File: src/rtl/exec_pkg.sv
// Shared opcode/state types and default sizes for exec_unit.
// Divide support is compiled in only when EXEC_UNIT_DIV_EN is defined.
package exec_pkg;

   localparam int unsigned WIDTH_DEF   = 16;
   localparam int unsigned RADDR_W_DEF = 5;

   typedef enum logic [3:0] {
      OP_ADD = 4'd0,
      OP_SUB = 4'd1,
      OP_AND = 4'd2,
      OP_OR  = 4'd3,
      OP_XOR = 4'd4,
      OP_SLT = 4'd5,
      OP_SLL = 4'd6,
      OP_SRL = 4'd7,
      OP_MUL = 4'd8,
      OP_DIV = 4'd9,
      OP_REM = 4'd10
   } op_e;

   typedef enum logic [1:0] {
      IDLE = 2'd0,
      CALC = 2'd1,
      DONE = 2'd2
   } state_e;

   // Opcodes that go through the multi-cycle datapath.
   function automatic logic is_iter_op(input logic [3:0] op);
`ifdef EXEC_UNIT_DIV_EN
      return (op == OP_MUL) || (op == OP_DIV) || (op == OP_REM);
`else
      return op == OP_MUL;
`endif
   endfunction

   function automatic logic is_legal_op(input logic [3:0] op);
`ifdef EXEC_UNIT_DIV_EN
      return op <= OP_REM;
`else
      return op <= OP_MUL;
`endif
   endfunction

endpackage

File: src/rtl/iter_muldiv.sv
// WIDTH-iteration shift-add multiplier and, with EXEC_UNIT_DIV_EN, restoring divider.
// The first iteration runs on the start edge so done pulses after exactly WIDTH edges.
module iter_muldiv
   import exec_pkg::*;
#(
   parameter int unsigned WIDTH = WIDTH_DEF
) (
   input  logic             clk,
   input  logic             rst,
   input  logic             start,
`ifdef EXEC_UNIT_DIV_EN
   input  logic             div_mode,
`endif
   input  logic [WIDTH-1:0] a,
   input  logic [WIDTH-1:0] b,
   output logic             done,
`ifdef EXEC_UNIT_DIV_EN
   output logic [WIDTH-1:0] quot,
`endif
   output logic [WIDTH-1:0] acc
);

   localparam int unsigned CNT_W = $clog2(WIDTH + 1);

   logic [CNT_W-1:0] cnt_q, cnt_d;
   logic             busy_q, busy_d, done_q, done_d;
   logic [WIDTH-1:0] acc_q, acc_d, x_q, x_d, y_q, y_d;
   logic [WIDTH-1:0] acc_s, x_s, y_s, acc_n, x_n, y_n;
`ifdef EXEC_UNIT_DIV_EN
   logic             div_q, div_d, div_s;
   logic [WIDTH:0]   rem_t;
   logic             fits;
`endif

   // One iteration step; x is multiplicand/divisor, y is multiplier/dividend-quotient.
   always_comb begin
      acc_s = start ? '0 : acc_q;
`ifdef EXEC_UNIT_DIV_EN
      div_s = start ? div_mode : div_q;
      x_s   = start ? (div_mode ? b : a) : x_q;
      y_s   = start ? (div_mode ? a : b) : y_q;
`else
      x_s   = start ? a : x_q;
      y_s   = start ? b : y_q;
`endif
      acc_n = y_s[0] ? acc_s + x_s : acc_s;
      x_n   = x_s << 1;
      y_n   = y_s >> 1;
`ifdef EXEC_UNIT_DIV_EN
      rem_t = {acc_s, y_s[WIDTH-1]};
      fits  = rem_t >= {1'b0, x_s};
      if (div_s) begin
         x_n   = x_s;
         y_n   = {y_s[WIDTH-2:0], fits};
         acc_n = fits ? WIDTH'(rem_t - {1'b0, x_s}) : rem_t[WIDTH-1:0];
      end
`endif
   end

   always_comb begin
      cnt_d  = cnt_q;
      busy_d = busy_q;
      done_d = 1'b0;
      acc_d  = acc_q;
      x_d    = x_q;
      y_d    = y_q;
`ifdef EXEC_UNIT_DIV_EN
      div_d  = div_q;
`endif
      if (start || busy_q) begin
         acc_d = acc_n;
         x_d   = x_n;
         y_d   = y_n;
      end
      if (start) begin
         cnt_d  = CNT_W'(1);
         busy_d = 1'b1;
`ifdef EXEC_UNIT_DIV_EN
         div_d  = div_mode;
`endif
      end else if (busy_q) begin
         if (cnt_q == CNT_W'(WIDTH - 1)) begin
            busy_d = 1'b0;
            done_d = 1'b1;
            cnt_d  = '0;
         end else begin
            cnt_d = cnt_q + CNT_W'(1);
         end
      end
   end

   always_ff @(posedge clk or posedge rst) begin
      if (rst) begin
         cnt_q  <= '0;
         busy_q <= 1'b0;
         done_q <= 1'b0;
         acc_q  <= '0;
         x_q    <= '0;
         y_q    <= '0;
`ifdef EXEC_UNIT_DIV_EN
         div_q  <= 1'b0;
`endif
      end else begin
         cnt_q  <= cnt_d;
         busy_q <= busy_d;
         done_q <= done_d;
         acc_q  <= acc_d;
         x_q    <= x_d;
         y_q    <= y_d;
`ifdef EXEC_UNIT_DIV_EN
         div_q  <= div_d;
`endif
      end
   end

   assign done = done_q;
   assign acc  = acc_q;
`ifdef EXEC_UNIT_DIV_EN
   assign quot = y_q;
`endif

endmodule

File: src/rtl/exec_unit.sv
// Execution unit: handshake FSM, single-cycle ALU, iterative mul/div via iter_muldiv.
// Define EXEC_UNIT_DIV_EN to enable DIV/REM; otherwise they decode as illegal.
module exec_unit
   import exec_pkg::*;
#(
   parameter int unsigned WIDTH   = WIDTH_DEF,
   parameter int unsigned RADDR_W = RADDR_W_DEF
) (
   input  logic               clk,
   input  logic               rst,
   input  logic               in_valid,
   output logic               in_ready,
   input  logic [3:0]         op,
   input  logic [WIDTH-1:0]   a,
   input  logic [WIDTH-1:0]   b,
   input  logic [RADDR_W-1:0] rd_in,
   output logic               out_valid,
   input  logic               out_ready,
   output logic [WIDTH-1:0]   result,
   output logic [RADDR_W-1:0] rd_out,
   output logic               dz,
   output logic               illegal
);

   state_e               state_q, state_d;
   logic                 in_ready_q, in_ready_d, out_valid_q, out_valid_d;
   logic                 illegal_q, illegal_d;
   logic [WIDTH-1:0]     result_q, result_d, alu_res;
   logic [RADDR_W-1:0]   rd_q, rd_d;
   logic                 md_start, md_done;
   logic [WIDTH-1:0]     md_acc;
`ifdef EXEC_UNIT_DIV_EN
   logic                 dz_q, dz_d, sel_quot_q, sel_quot_d;
   logic [WIDTH-1:0]     md_quot;
`endif

   always_comb begin
      alu_res = '0;
      case (op)
         OP_ADD:  alu_res = a + b;
         OP_SUB:  alu_res = a - b;
         OP_AND:  alu_res = a & b;
         OP_OR:   alu_res = a | b;
         OP_XOR:  alu_res = a ^ b;
         OP_SLT:  alu_res = WIDTH'($signed(a) < $signed(b));
         OP_SLL:  alu_res = a << b[3:0];
         OP_SRL:  alu_res = a >> b[3:0];
         default: alu_res = '0;
      endcase
   end

   // Inputs are only looked at in IDLE; results hold in DONE until the handshake.
   always_comb begin
      state_d     = state_q;
      in_ready_d  = in_ready_q;
      out_valid_d = out_valid_q;
      result_d    = result_q;
      rd_d        = rd_q;
      illegal_d   = illegal_q;
      md_start    = 1'b0;
`ifdef EXEC_UNIT_DIV_EN
      dz_d        = dz_q;
      sel_quot_d  = sel_quot_q;
`endif
      case (state_q)
         IDLE: begin
            if (in_valid) begin
               rd_d       = rd_in;
               in_ready_d = 1'b0;
               illegal_d  = !is_legal_op(op);
`ifdef EXEC_UNIT_DIV_EN
               dz_d       = 1'b0;
`endif
               if (is_iter_op(op)) begin
                  md_start = 1'b1;
                  state_d  = CALC;
`ifdef EXEC_UNIT_DIV_EN
                  dz_d       = ((op == OP_DIV) || (op == OP_REM)) && (b == '0);
                  sel_quot_d = (op == OP_DIV);
`endif
               end else begin
                  state_d     = DONE;
                  out_valid_d = 1'b1;
                  result_d    = is_legal_op(op) ? alu_res : '0;
               end
            end
         end
         CALC: begin
            if (md_done) begin
               state_d     = DONE;
               out_valid_d = 1'b1;
`ifdef EXEC_UNIT_DIV_EN
               result_d    = sel_quot_q ? md_quot : md_acc;
`else
               result_d    = md_acc;
`endif
            end
         end
         DONE: begin
            if (out_ready) begin
               state_d     = IDLE;
               out_valid_d = 1'b0;
               in_ready_d  = 1'b1;
            end
         end
         default: begin
            state_d     = IDLE;
            in_ready_d  = 1'b1;
            out_valid_d = 1'b0;
         end
      endcase
   end

   always_ff @(posedge clk or posedge rst) begin
      if (rst) begin
         state_q     <= IDLE;
         in_ready_q  <= 1'b1;
         out_valid_q <= 1'b0;
         result_q    <= '0;
         rd_q        <= '0;
         illegal_q   <= 1'b0;
      end else begin
         state_q     <= state_d;
         in_ready_q  <= in_ready_d;
         out_valid_q <= out_valid_d;
         result_q    <= result_d;
         rd_q        <= rd_d;
         illegal_q   <= illegal_d;
      end
   end

`ifdef EXEC_UNIT_DIV_EN
   always_ff @(posedge clk or posedge rst) begin
      if (rst) begin
         dz_q       <= 1'b0;
         sel_quot_q <= 1'b0;
      end else begin
         dz_q       <= dz_d;
         sel_quot_q <= sel_quot_d;
      end
   end
   assign dz = dz_q;
`else
   assign dz = 1'b0;
`endif

   iter_muldiv #(.WIDTH(WIDTH)) u_muldiv (
      .clk      (clk),
      .rst      (rst),
      .start    (md_start),
`ifdef EXEC_UNIT_DIV_EN
      .div_mode ((op == OP_DIV) || (op == OP_REM)),
      .quot     (md_quot),
`endif
      .a        (a),
      .b        (b),
      .done     (md_done),
      .acc      (md_acc)
   );

   assign in_ready  = in_ready_q;
   assign out_valid = out_valid_q;
   assign result    = result_q;
   assign rd_out    = rd_q;
   assign illegal   = illegal_q;

endmodule

File: config.mk
export PLATFORM = sky130hd
export DESIGN_NAME = exec_unit
export DESIGN_NICKNAME = d
export VERILOG_FILES = /design/src/rtl/exec_pkg.sv /design/src/rtl/iter_muldiv.sv /design/src/rtl/exec_unit.sv
export SDC_FILE = /design/constraint.sdc
export NUM_CORES = 1
export LEC_CHECK = 0
export CAP_MARGIN = 20
export CORE_ASPECT_RATIO = 0.75
export CORE_MARGIN = 3
export CORE_UTILIZATION = 49
export CTS_BUF_LIST = sky130_fd_sc_hd__clkbuf_8
export CTS_CLUSTER_DIAMETER = 120
export DETAILED_ROUTE_END_ITERATION = 8
export GPL_TIMING_DRIVEN = 0
export PLACE_DENSITY = 0.78
export SETUP_SLACK_MARGIN = 0.15
export SYNTH_ARGS = -nofsm -noshare
export SYNTH_HDL_FRONTEND = slang
export SYNTH_SLANG_ARGS = --single-unit
File: constraint.sdc
create_clock -name clk -period 9.65 [get_ports clk]
set_input_delay 0.965 -clock clk [delete_from_list [all_inputs] [get_ports clk]]
set_output_delay 0.965 -clock clk [all_outputs]
set_load 0.1 [all_outputs]
After elaboration in Yosys (flattened, before gate mapping)
Index checks and enable logic that the tools add are counted.

operators by class
  add/subtract/negate cells = 4
  equality and inequality tests = 15
  magnitude comparators = 2
  reductions and logical operators = 11
  mux-type cells = 35
  shifts and indexed selects = 2
  bitwise operators = 4

operators with widths
  cell                   number
  $mux W16               8
  $pmux W16 S8           1
  $add A16 B16 Y16       2
  $pmux W16 S2           1
  $and A16 B16 Y16       1
  $eq A4 B3 Y1 const B   4
  $lt A16 B16 Y1         1
  $or A16 B16 Y16        1
  $shl A16 B4 Y16        1
  $shr A16 B4 Y16        1
  $sub A16 B16 Y16       1
  $xor A16 B16 Y16       1
  $mux W1                15
  $mux W5                3
  $eq A4 B2 Y1 const B   2
  $mux W2                4
  $reduce_and A4 Y1      2
  $ne A2 B2 Y1 const B   3
  $pmux W1 S3            2
  $pmux W2 S3            1
  $reduce_and A3 Y1      2
  $add A5 B1 Y5 const B  1
  $eq A5 B4 Y1 const B   1
  $eq A4 B1 Y1 const B   1
  12 further kinds       13

word-level totals
  logic and storage cells = 85
  bits in registers = 79
  output and inout port bits = 25

Longest topological paths before layout
Gate-level depths: netlist of the first run.

  depth in word-level cells = 7
  depth in mapped cells = 17
  gate-level depth less buffers = 13

By module
From an unflattened synthesis of the first run, not the netlist that was laid out.

second synthesis, totals
  cell total of the unflattened synthesis = 1007
  area, all modules = 8304.2 µm²

modules (own cells, without submodules)
  module       cells each  area each (µm²)  times used
  exec_unit    694         5136.2           1
  iter_muldiv  313         3168.0           1

Worst setup path after synthesis of the first run
No wires, ideal clock.

  path kind = input to register
  from = input port op[2]
  to = register u_muldiv.acc_q[15] (netlist: u_muldiv.acc[15])
  stages = 15
  buffers on the path = 2
  library setup time = 0.065 ns
  setup slack = 5.306 ns
  arrival = 4.279 ns
  required time = 9.585 ns
  cells stage by stage = buf_2 nor4b_2 and2_1 clkbuf_1 mux2i_1 inv_1 ha_1 a211oi_1 nor2_1 o41ai_2 a221oi_1 a311oi_1 nor2_1 o221a_1 nand2_1

between the ends
  cells in the longest elaborated chain, start to end = 7
  elaborated cells on any way between the ends = 10

RTL lines
  item                  line                text
  from (decl)           exec_unit.sv:13     input logic [3:0] op,
  $eq A4 B4 Y1          exec_pkg.sv:33      return op == OP_MUL;
  $mux W1               exec_unit.sv:74     if (is_iter_op(op)) begin
  $mux W1               exec_unit.sv:67     if (in_valid) begin
  $mux W1               exec_unit.sv:65     case (state_q)
  $mux W16              iter_muldiv.sv:43   x_s = start ? a : x_q;
  via u_muldiv.x_s[1]   iter_muldiv.sv:28   logic [WIDTH-1:0] acc_s, x_s, y_s, acc_n, x_n, y_n;
  $add A16 B16 Y16      iter_muldiv.sv:46   acc_n = y_s[0] ? acc_s + x_s : acc_s;
  $mux W16              iter_muldiv.sv:46
  to (signal assigned)  iter_muldiv.sv:97   acc_q <= '0;
  to (signal assigned)  iter_muldiv.sv:107  acc_q <= acc_d;
  to (decl)             iter_muldiv.sv:27   logic [WIDTH-1:0] acc_q, acc_d, x_q, x_d, y_q, y_d;

The timed path passes the listed nets, and every way through them passes these cells.
A chain may end at the register's enable or synchronous reset.

Worst setup path in the final report of the first run
  from = input port op[0]
  to = register u_muldiv.acc_q[15] (netlist: u_muldiv.acc[15])

The elaborated chain is that of the path after synthesis.

==> results of run 1 <==
[Yosys cell counts (9+ instances only)]
cell type and number:
a211oi_1 28, a21o_1 12, a21oi_1 66, a31oi_1 9, and2_1 17, clkbuf_1 46
dfrtp_1 78, ha_1 73, inv_1 58, mux2_2 22, mux2i_1 30, mux4_2 13
nand2_1 88, nand2b_1 9, nand3_1 15, nor2_1 84, nor2b_1 12, nor3_1 27
nor4_1 12, o21ai_0 57, o21ai_1 35, o21bai_1 10, xnor2_1 12, xor2_1 11
[sequential cells by signal, summed over array words and instances (netlist names), named ones only]
name / flops
result: 16
u_muldiv.acc: 15
u_muldiv.x_q: 15
u_muldiv.y_q: 15
rd_out: 5
u_muldiv.cnt_q: 5
state_q: 2
illegal: 1
in_ready: 1
out_valid: 1
u_muldiv.busy_q: 1
u_muldiv.done: 1
[through the flow]
step / utilization, % / hold WS (ns)
after floorplan: - / 0.449
after global placement: 56.0 / 0.451
after detailed placement: 56.3 / 0.455
after CTS: 57.4 / 0.473
after global routing: 57.4 / 0.486
final: 57.4 / 0.469
[worst max path at each step]
stage	from	to	slack [ns]	cells after the start
finish	op[0]	u_muldiv.acc[15]	3.83	15
global route	op[0]	u_muldiv.acc[15]	3.58	15
CTS	op[0]	u_muldiv.acc[15]	4.01	15
detailed placement	op[0]	u_muldiv.acc[15]	3.68	15
global placement	op[0]	u_muldiv.acc[15]	3.66	15
floorplan	op[2]	u_muldiv.acc[15]	5.31	15
[cell families after synthesis]
logic type	count (synthesis)	synth area share, %
XOR/XNOR	23	2.49
AO/OA/AOI/OAI	307	25.2
multiplexers	69	11.0
flip-flops	79	24.4
adder cells (fa/ha/maj)	76	12.0
buffers and inverters	123	6.11
other	2	0.0928
AND/OR/NAND/NOR	309	18.6
[layout make-up]
type                    instances  area, µm²
fillers                      1547       6860
clock inverters                 7       60.1
plain buffers                  65        277
repair buffers                 69        706
inverters                      58        220
flip-flops and latches         79       1980
clock buffers                   9        124
multi-input cells             786       5630
well taps                     210        263
[worst register-to-register path: stages, from the launching register on]
cell	delay, ns
dfrtp_1	0.48
nor3b_2	0.69
and2_1	0.27
clkbuf_1	0.39
mux2i_1	0.67
inv_1	0.11
ha_1	0.24
a211oi_1	0.24
nor2_1	0.10
o41ai_2	0.40
a221oi_1	0.29
a311oi_1	0.65
nor4_1	0.12
nor3_1	0.24
nand2_1	0.07
[where the power goes]
part | switching [mW] | total, mW | internal (mW)
Sequential | 0.0888 | 0.546 | 0.457
Clock | 0.147 | 0.246 | 0.0990
Combinational | 0.731 | 1.13 | 0.403
Total | 0.967 | 1.93 | 0.959
[routing by layer]
metal	part of all wire (%)	up-vias	routed length (µm)	global-route usage, %
li1	-	3745	-	-
met1	44	3963	13000	47.5
met2	39	525	11500	44.6
met3	14	73	4190	11.2
met4	3.2	0	936	10.5
met5	0	-	0	0
==> out/metrics.csv, run 1 <==
stage,metric,value,unit
global_routing,grt_max_degree,58,
sta,rsz0062_at_grt,no,
synth,syn-instance-count,988,
worst_setup_path,required,9.91,ns
worst_hold_path,holdPathEnd,in_ready,
sta,finClkSkew,0.0129,ns
detailed_routing,wl_per_cell,23.1,µm
global_routing,grt-ovfl-total,0,
placement,dpl_worst_slack,3.68,ns
worst_setup_path,worstPathCellList,"clkdlybuf4s50_1, nor4b_2, and2_1, clkbuf_1, mux2i_1, inv_1, ha_1, a211oi_1, nor2_1, o41ai_2, a221oi_1, a311oi_1, nor4_1, nor3_1, nand2_1",
cts,post_cts_buffers,0,
sta,setup-tns-final,0,ns
synth,seq_area_frac_synth,24.4,%
cts,numCtsBuffers,9,
worst_setup_path,slowest_stage,nor4b_2,
synth,synth_area_per_cell,8.19,µm²
sta,setup_ws,3.83,ns
global_routing,grt_pass1_wl,44900,µm
synth,syn_area,0.00809,mm²
worst_setup_path,path_buf_inv,3,
cells_and_area,mostFrequentLayoutCell,nand2_1,
die,core_area,0.0161,mm²
worst_setup_path,reg2reg_slack,4.55,ns
worst_setup_path,end_kind,flip-flop,
worst_setup_path,cp-start-kind,primary input,
placement,io_buffers,67,
sta,maxSlewViolCount,0,
sta,maxSlewHeadroom,30.4,%
status,status,"complete, no violations",
global_routing,track_usage,32.5,%
cells_and_area,drive_gt1_share,7.83,%
detailed_routing,drt.antenna.violating_nets,0,
global_routing,first_global_vias,7647,
synth,synthDominantCellAreaShare,24.1,%
detailed_routing,via_per_inst,6.47,
worst_hold_path,holdPathStages,2,
die,die_w,154,µm
detailed_routing,drc,0,
cells_and_area,layout.nets,1189,
die,ios,70,
detailed_routing,routed_wl,29600,µm
synth,syn_nets,1109,
placement,place.detailed.hpwl,23400,µm
cts,htreeDepth,3,
cts,clockBufferDepth,2,
die,dieArea,0.0181,mm²
worst_setup_path,worstPathArrival,6.08,ns
cells_and_area,design_area,0.00925,mm²
synth,synth_area_leader_cell,dfrtp_1,
die,rows,40,
worst_setup_path,rr_startpoint,state_q[1],
cts,clock_latency,0.38,ns
cells_and_area,n_antenna_cell,0,
cells_and_area,syn2layout_area_growth,14.3,%
worst_setup_path,critPathMaxStageDelay,0.80,ns
worst_setup_path,cp_max_fo,10,
synth,ys_ff_latch,79,
sta,post-route-min-period,5.82,ns
synth,synth_top_flop_cell,dfrtp_1,
sta,fmax,172,MHz
worst_setup_path,critPathKind,primary input to flip-flop,
sta,period_share,60.3,%
detailed_routing,firstDrtPassIters,6,
cts,cts_resized,0,
synth,synth_edf_count,0,
detailed_routing,initialDrtViolationCount,1043,
die,die_h,117,µm
sta,tightest_slew,1.03,ns
synth,async_flop_share,100,%
flow_run,maxCapViolCount,0,
power,total_power,1.93,mW
cts,cts_num_sinks,79,
synth,synth_area_leaders,"dfrtp_1 24%, ha_1 11%, a21oi_1 4.1%",
worst_setup_path,reg2reg_to,u_muldiv.acc[15],
placement,place_area,0.00907,mm²
sta,hold_violations,0,
power,peakVddDrop,0.000150,V
cts,path_clk_slew,0.10,ns
detailed_routing,route.vias.total,8306,
sta,setup_violations,0,
synth,yosysUniqueCellTypes,79,
placement,place_congestion,1.07,
cts,cts_tree,built,
power,p_per_area,208,mW/mm²
worst_setup_path,r2r_cells,14,
synth,yosysWarnings,0,
worst_hold_path,hp-class,flip-flop to flip-flop,
power,leakage,3.91,nW
cells_and_area,stdcell_count,1283,
cts,cts_hold_buf,0,
placement,post-place-cells,1267,
cells_and_area,mostFrequentLayoutCells,"88 x nand2_1, 84 x nor2_1, 78 x dfrtp_1, 73 x ha_1, 67 x clkdlybuf4s50_1",
die,initial_core_util,50.2,%
worst_setup_path,cpLargestDelayFamily,simple AND/OR/NAND/NOR gates,
global_routing,antenna_found_initial,0,
cts,root_buffer,clkbuf_8,
worst_hold_path,worstHoldStart,in_ready,
Power figures use the tool's default switching activity.
==> run 2: changes to the inputs <==
==> constraint.sdc (replaced) <==
create_clock -name clk -period 5.6 [get_ports clk]
set_input_delay 0.56 -clock clk [delete_from_list [all_inputs] [get_ports clk]]
set_output_delay 0.56 -clock clk [all_outputs]
set_load 0.1 [all_outputs]
==> run 2 against run 1 <==
Design area is 0.16% higher. Critical path depth unchanged. First-iteration DRC count decreased by 9.7%. Sequential power is 73% higher. Clock skew increased by 0.0019 ns. Worst setup slack got worse by 3.4 ns. Worst hold slack about the same. Sequential share of layout area about the same. Via count barely moved. Routed wire length hardly changed. Highest routed layer unchanged.
==> out/metrics.csv, run 2 (synthesis gave the netlist of run 1 again) <==
stage,metric,value,unit
status,status,"complete, no violations",
sta,fmax,194,MHz
cts,path_clk_slew,0.10,ns
cells_and_area,fill_cells,1543,
worst_hold_path,holdPathStages,2,
cells_and_area,mostFrequentLayoutCell,nand2_1,
cells_and_area,syn2layout_area_growth,14.5,%
detailed_routing,wl_per_cell,23.1,µm
worst_setup_path,critPathKind,primary input to flip-flop,
power,p_per_area,359,mW/mm²
placement,place.detailed.hpwl,23400,µm
global_routing,grt_max_degree,58,
detailed_routing,drc,0,
cts,clockBufferDepth,2,
die,core_area,0.0161,mm²
cells_and_area,largest_reg_flops,16,
power,leakage,3.91,nW
cts,clock_latency,0.39,ns
cts,cts_num_sinks,79,
detailed_routing,drt.antenna.violating_nets,0,
worst_setup_path,end_kind,flip-flop,
placement,io_buffers,67,
worst_setup_path,worstPathArrival,5.48,ns
placement,place_area,0.00907,mm²
worst_hold_path,hp-class,flip-flop to flip-flop,
global_routing,grt_pass1_wl,44900,µm
detailed_routing,routed_wl,29700,µm
cells_and_area,n_antenna_cell,0,
die,rows,40,
worst_setup_path,cp_max_fo,10,
cts,htreeDepth,3,
global_routing,grt-ovfl-total,0,
sta,setup-tns-final,0,ns
sta,period_share,92.3,%
flow_run,maxCapViolCount,0,
sta,maxSlewViolCount,0,
die,die_h,117,µm
die,initial_core_util,50.2,%
placement,place_congestion,1.07,
sta,tightest_slew,1.10,ns
die,ios,70,
sta,hold_violations,0,
cts,numCtsBuffers,9,
cts,root_buffer,clkbuf_8,
power,total_power,3.32,mW
detailed_routing,route.vias.total,8312,
detailed_routing,initialDrtViolationCount,942,
cells_and_area,mostFrequentLayoutCells,"88 x nand2_1, 84 x nor2_1, 78 x dfrtp_1, 73 x ha_1, 67 x clkdlybuf4s50_1",
worst_setup_path,required,5.92,ns
die,dieArea,0.0181,mm²
global_routing,track_usage,32.5,%
worst_setup_path,cp-start-kind,primary input,
cells_and_area,layout.nets,1189,
sta,post-route-min-period,5.17,ns
power,peakVddDrop,0.000258,V
cells_and_area,drive_gt1_share,7.83,%
detailed_routing,firstDrtPassIters,6,
cts,cts_tree,built,
global_routing,first_global_vias,7647,
worst_setup_path,r2r_cells,14,
sta,maxSlewHeadroom,26.6,%
detailed_routing,via_per_inst,6.48,
sta,rsz0062_at_grt,no,
sta,finClkSkew,0.0148,ns
global_routing,antenna_found_initial,0,
die,die_w,154,µm
sta,setup_violations,0,
cells_and_area,design_area,0.00927,mm²
[run 2: layer usage]
metal  global-route usage [%]  wire, µm  up-vias
met5                        0         0        -
met4                     10.5      1080        0
met3                     11.2      4190       84
met2                     44.6     11400      538
met1                     47.5     13000     3951
li1                         -         -     3739
[run 2: power breakdown]
group          total, mW  internal, mW  switching (mW)  leakage, nW
Sequential         0.942         0.788           0.154        0.986
Combinational       1.96         0.696            1.26         2.83
Clock              0.426         0.171           0.255       0.0969
Total               3.32          1.65            1.67         3.91
[run 2: path summary, 6_finish.rpt]
| check | from | slack [ns] | to |
|---|---|---|---|
| hold reg to reg | in_ready | 0.47 | in_ready |
| setup reg to reg | state_q[1] | 0.72 | u_muldiv.acc[15] |
| hold / removal | in_ready | 0.47 | in_ready |
| min in group asynchronous | rst | 0.48 | rd_out[4] |
| setup / recovery | op[0] | 0.43 | u_muldiv.acc[15] |
| max in group asynchronous | rst | 4.52 | in_ready |
[run 2: area by class of cell]
class,count,area [µm²],area share (%)
Inverter,58,220,2.38
Clock buffer,9,124,1.34
Tap cell,210,263,2.83
Timing Repair Buffer,69,706,7.61
Clock inverter,7,60.1,0.648
Buffer,65,277,2.98
Sequential cell,79,1980,21.3
Multi-Input combinational cell,786,5640,60.9
[run 2: critical path: stages]
cell,delay (ns)
clkdlybuf4s50_1,0.53
nor4b_4,0.58
and2_1,0.25
clkbuf_1,0.39
mux2i_1,0.65
inv_1,0.11
ha_1,0.24
a211oi_1,0.24
nor2_1,0.10
o41ai_2,0.40
a221oi_1,0.28
a311oi_1,0.66
nor2_1,0.13
o221a_1,0.29
nand2_1,0.07
[run 2: stage by stage]
stage	utilization (%)	setup slack (ns)	hold WS, ns	instances
2_1_floorplan	-	1.66	0.449	988
3_3_place_gp	56.0	0.0125	0.451	1265
3_5_place_dp	56.3	0.0348	0.455	1267
4_1_cts	57.4	0.361	0.473	1283
5_1_grt	57.5	0.168	0.480	1283
6_report	57.5	0.433	0.469	1283
[run 2: timing repair]
item / in CTS / in global routing
hold buffers: 0 / 0
resized for setup: 0 / 2
setup buffers: 0 / 0
endpoints found under the setup margin: 0 / 1
==> variant, RTL diff (config.mk and constraints of run 2) <==
The option `EXEC_UNIT_DIV_EN` is turned on by a define.
--- a/src/rtl/exec_pkg.sv
+++ b/src/rtl/exec_pkg.sv
@@ -1,5 +1,7 @@
 // Shared opcode/state types and default sizes for exec_unit.
 // Divide support is compiled in only when EXEC_UNIT_DIV_EN is defined.
+`define EXEC_UNIT_DIV_EN
+
 package exec_pkg;
 
    localparam int unsigned WIDTH_DEF   = 16;
Formal check against the unedited RTL: not equivalent (Yosys sat finds a counterexample within 4 cycles, from zero or initial values and one cycle with rst high).
==> variant against run 2 <==
- fmax decreased by 2.7%
- sequential cell count increased by 5
- synthesized cell count increased by 40%
- register-to-register slack got worse by 270 ps
- count of clock-buffer cells in the layout unchanged
- wire length increased by 52%
- synthesized area increased by 21%
- cell area increased by 21%
- worst setup slack got worse by 140 ps
- final cell count increased by 35%
- largest cell class unchanged
- highest routed layer is now met5
Power is not compared: it rests on default switching activity, and its combinational part moved more than twofold at a synthesized area within 25%.
==> variant: results (changes against run 2) <==
\begin{tabular}{lr}
\hline
Metric & Value \\
\hline
\multicolumn{2}{l}{\textbf{Placement}} \\
Setup slack after placement & -870 ps (-905 ps) \\
HPWL after detailed placement & 35.9 mm (+53\%) \\
\multicolumn{2}{l}{\textbf{Route}} \\
DR WL met3 & 7.50 mm (+79\%) \\
Met2 layer wire length in the routed design & 16.9 mm (+48\%) \\
Vias after detailed routing & 11.6k (+40\%) \\
Detailed Route WL & 45.0 mm (+52\%) \\
Highest routed layer & met5 \\
Starting DRC count in detailed routing & 1,825 (+94\%) \\
Wl on met1 & 19.8 mm (+53\%) \\
\multicolumn{2}{l}{\textbf{Synth}} \\
Top post-synthesis cells by count & sky130\_fd\_sc\_hd\_\_nand2\_1, sky130\_fd\_sc\_hd\_\_nor2\_1, sky130\_fd\_sc\_hd\_\_o21ai\_0, sky130\_fd\_sc\_hd\_\_a21oi\_1, sky130\_fd\_sc\_hd\_\_dfrtp\_1 \\
Synth unique cells & 72 (-8.9\%) \\
Seq/Total Area, Yosys & 0.214 (-0.0302) \\
Synth top area cells & sky130\_fd\_sc\_hd\_\_dfrtp\_1, sky130\_fd\_sc\_hd\_\_ha\_1, sky130\_fd\_sc\_hd\_\_nand2\_1 \\
\multicolumn{2}{l}{\textbf{Global routing}} \\
Number of global-route vias before repair & 10.5k (+37\%) \\
Met1 capacity usage during global routing & 0.603 (+0.129) \\
GR Util met3 & 0.178 (+0.0654) \\
Antenna violations before repair & 1 (+1) \\
Wire length of the first global-routing pass & 66.4 mm (+48\%) \\
Maximum number of pins on one net before global-route repair & 72 (+24\%) \\
Overall fraction of global-route tracks in use & 0.403 (+0.0784) \\
Met2 track demand over resource in global routing & 0.533 (+0.0872) \\
\multicolumn{2}{l}{\textbf{Worst setup path}} \\
Start point of the critical path & op[3] \\
Flop-to-flop setup slack & 450 ps (-270 ps) \\
Reg-to-Reg Start & state\_q[0] \\
Cell at the slowest stage of the critical path & sky130\_fd\_sc\_hd\_\_or4\_1 \\
Largest incremental delay on the critical path & 560 ps (-100 ps) \\
\multicolumn{2}{l}{\textbf{STA}} \\
Final Hold Slack & 430 ps (-38.7 ps) \\
Least-Margin Pin Slew & 1170 ps (+74.1 ps) \\
Share of the clock period used by the worst path & 0.948 (+0.0258) \\
\multicolumn{2}{l}{\textbf{Final layout}} \\
Fraction of final layout cells with drive strength greater than 1 & 0.0529 (-0.0254) \\
Flip-flop and latch area & 2100 um2 (+6.3\%) \\
Fill count & 1,895 (+23\%) \\
\multicolumn{2}{l}{\textbf{Clock tree}} \\
Worst-path clk slew & around 110 ps \\
\multicolumn{2}{l}{\textbf{Run status}} \\
Outcome & complete, no violations \\
\multicolumn{2}{l}{\textbf{Worst hold path}} \\
Type of the worst min-delay path & input pin to async pin \\
\hline
\end{tabular}
## variant: logic make-up (layout without fill, tap and decap cells)
family / after synthesis / after routing / synth area share
adder cells (fa/ha/maj): 84 / 84 / 0.109
flip-flops: 84 / 84 / 0.214
multiplexers: 46 / 46 / 0.0571
XOR/XNOR: 36 / 36 / 0.0321
AO/OA/AOI/OAI: 458 / 458 / 0.293
AND/OR/NAND/NOR: 514 / 514 / 0.230
buffers and inverters: 166 / 252 / 0.0650
## variant: cell type report
class | count | share of cell area
timing repair buffer | 70 | 0.0638
sequential | 84 | 0.188
clock inverter | 7 | 0.00985
inverter | 79 | 0.0269
clock buffer | 9 | 0.0111
tap | 253 | 0.0283
multi-input combinational | 1138 | 0.639
buffer | 87 | 0.0326
## variant: what timing repair did
action | in CTS | in global routing
buffers inserted | 0 | 0
gates resized for setup | 13 | 29
endpoints found under the hold margin | 0 | 0
endpoints found under the setup margin | 20 | 17
## variant: worst paths after layout
kind / endpoint / cells after the start
worst min-delay path: u_muldiv.acc[0] / 2
max in group asynchronous: u_muldiv.x_q[9] / 3
worst min register to register: u_muldiv.done / 1
min in group clk: u_muldiv.done / 1
worst max-delay path: u_muldiv.acc[11] / 20
worst max register to register: u_muldiv.acc[11] / 20
## variant: worst max-delay path: cells and delay by family
kind,cells,cell delay (ps)
buffers and inverters,8,2080
muxes,1,250
and+or+nand+nor,7,1590
adders and majority gates,1,380
AOI/OAI and AO/OA,3,670
## variant: power groups by stage
stage | Clock, uW | Sequential, uW | Combinational, uW
after global routing | 545 | 1150 | 4930
final | 528 | 1130 | 4630
after CTS | 527 | 1110 | 4420
after global placement | 0 | 1110 | 4310
after floorplan | 0 | 1590 | 2720
after detailed placement | 0 | 1120 | 4390
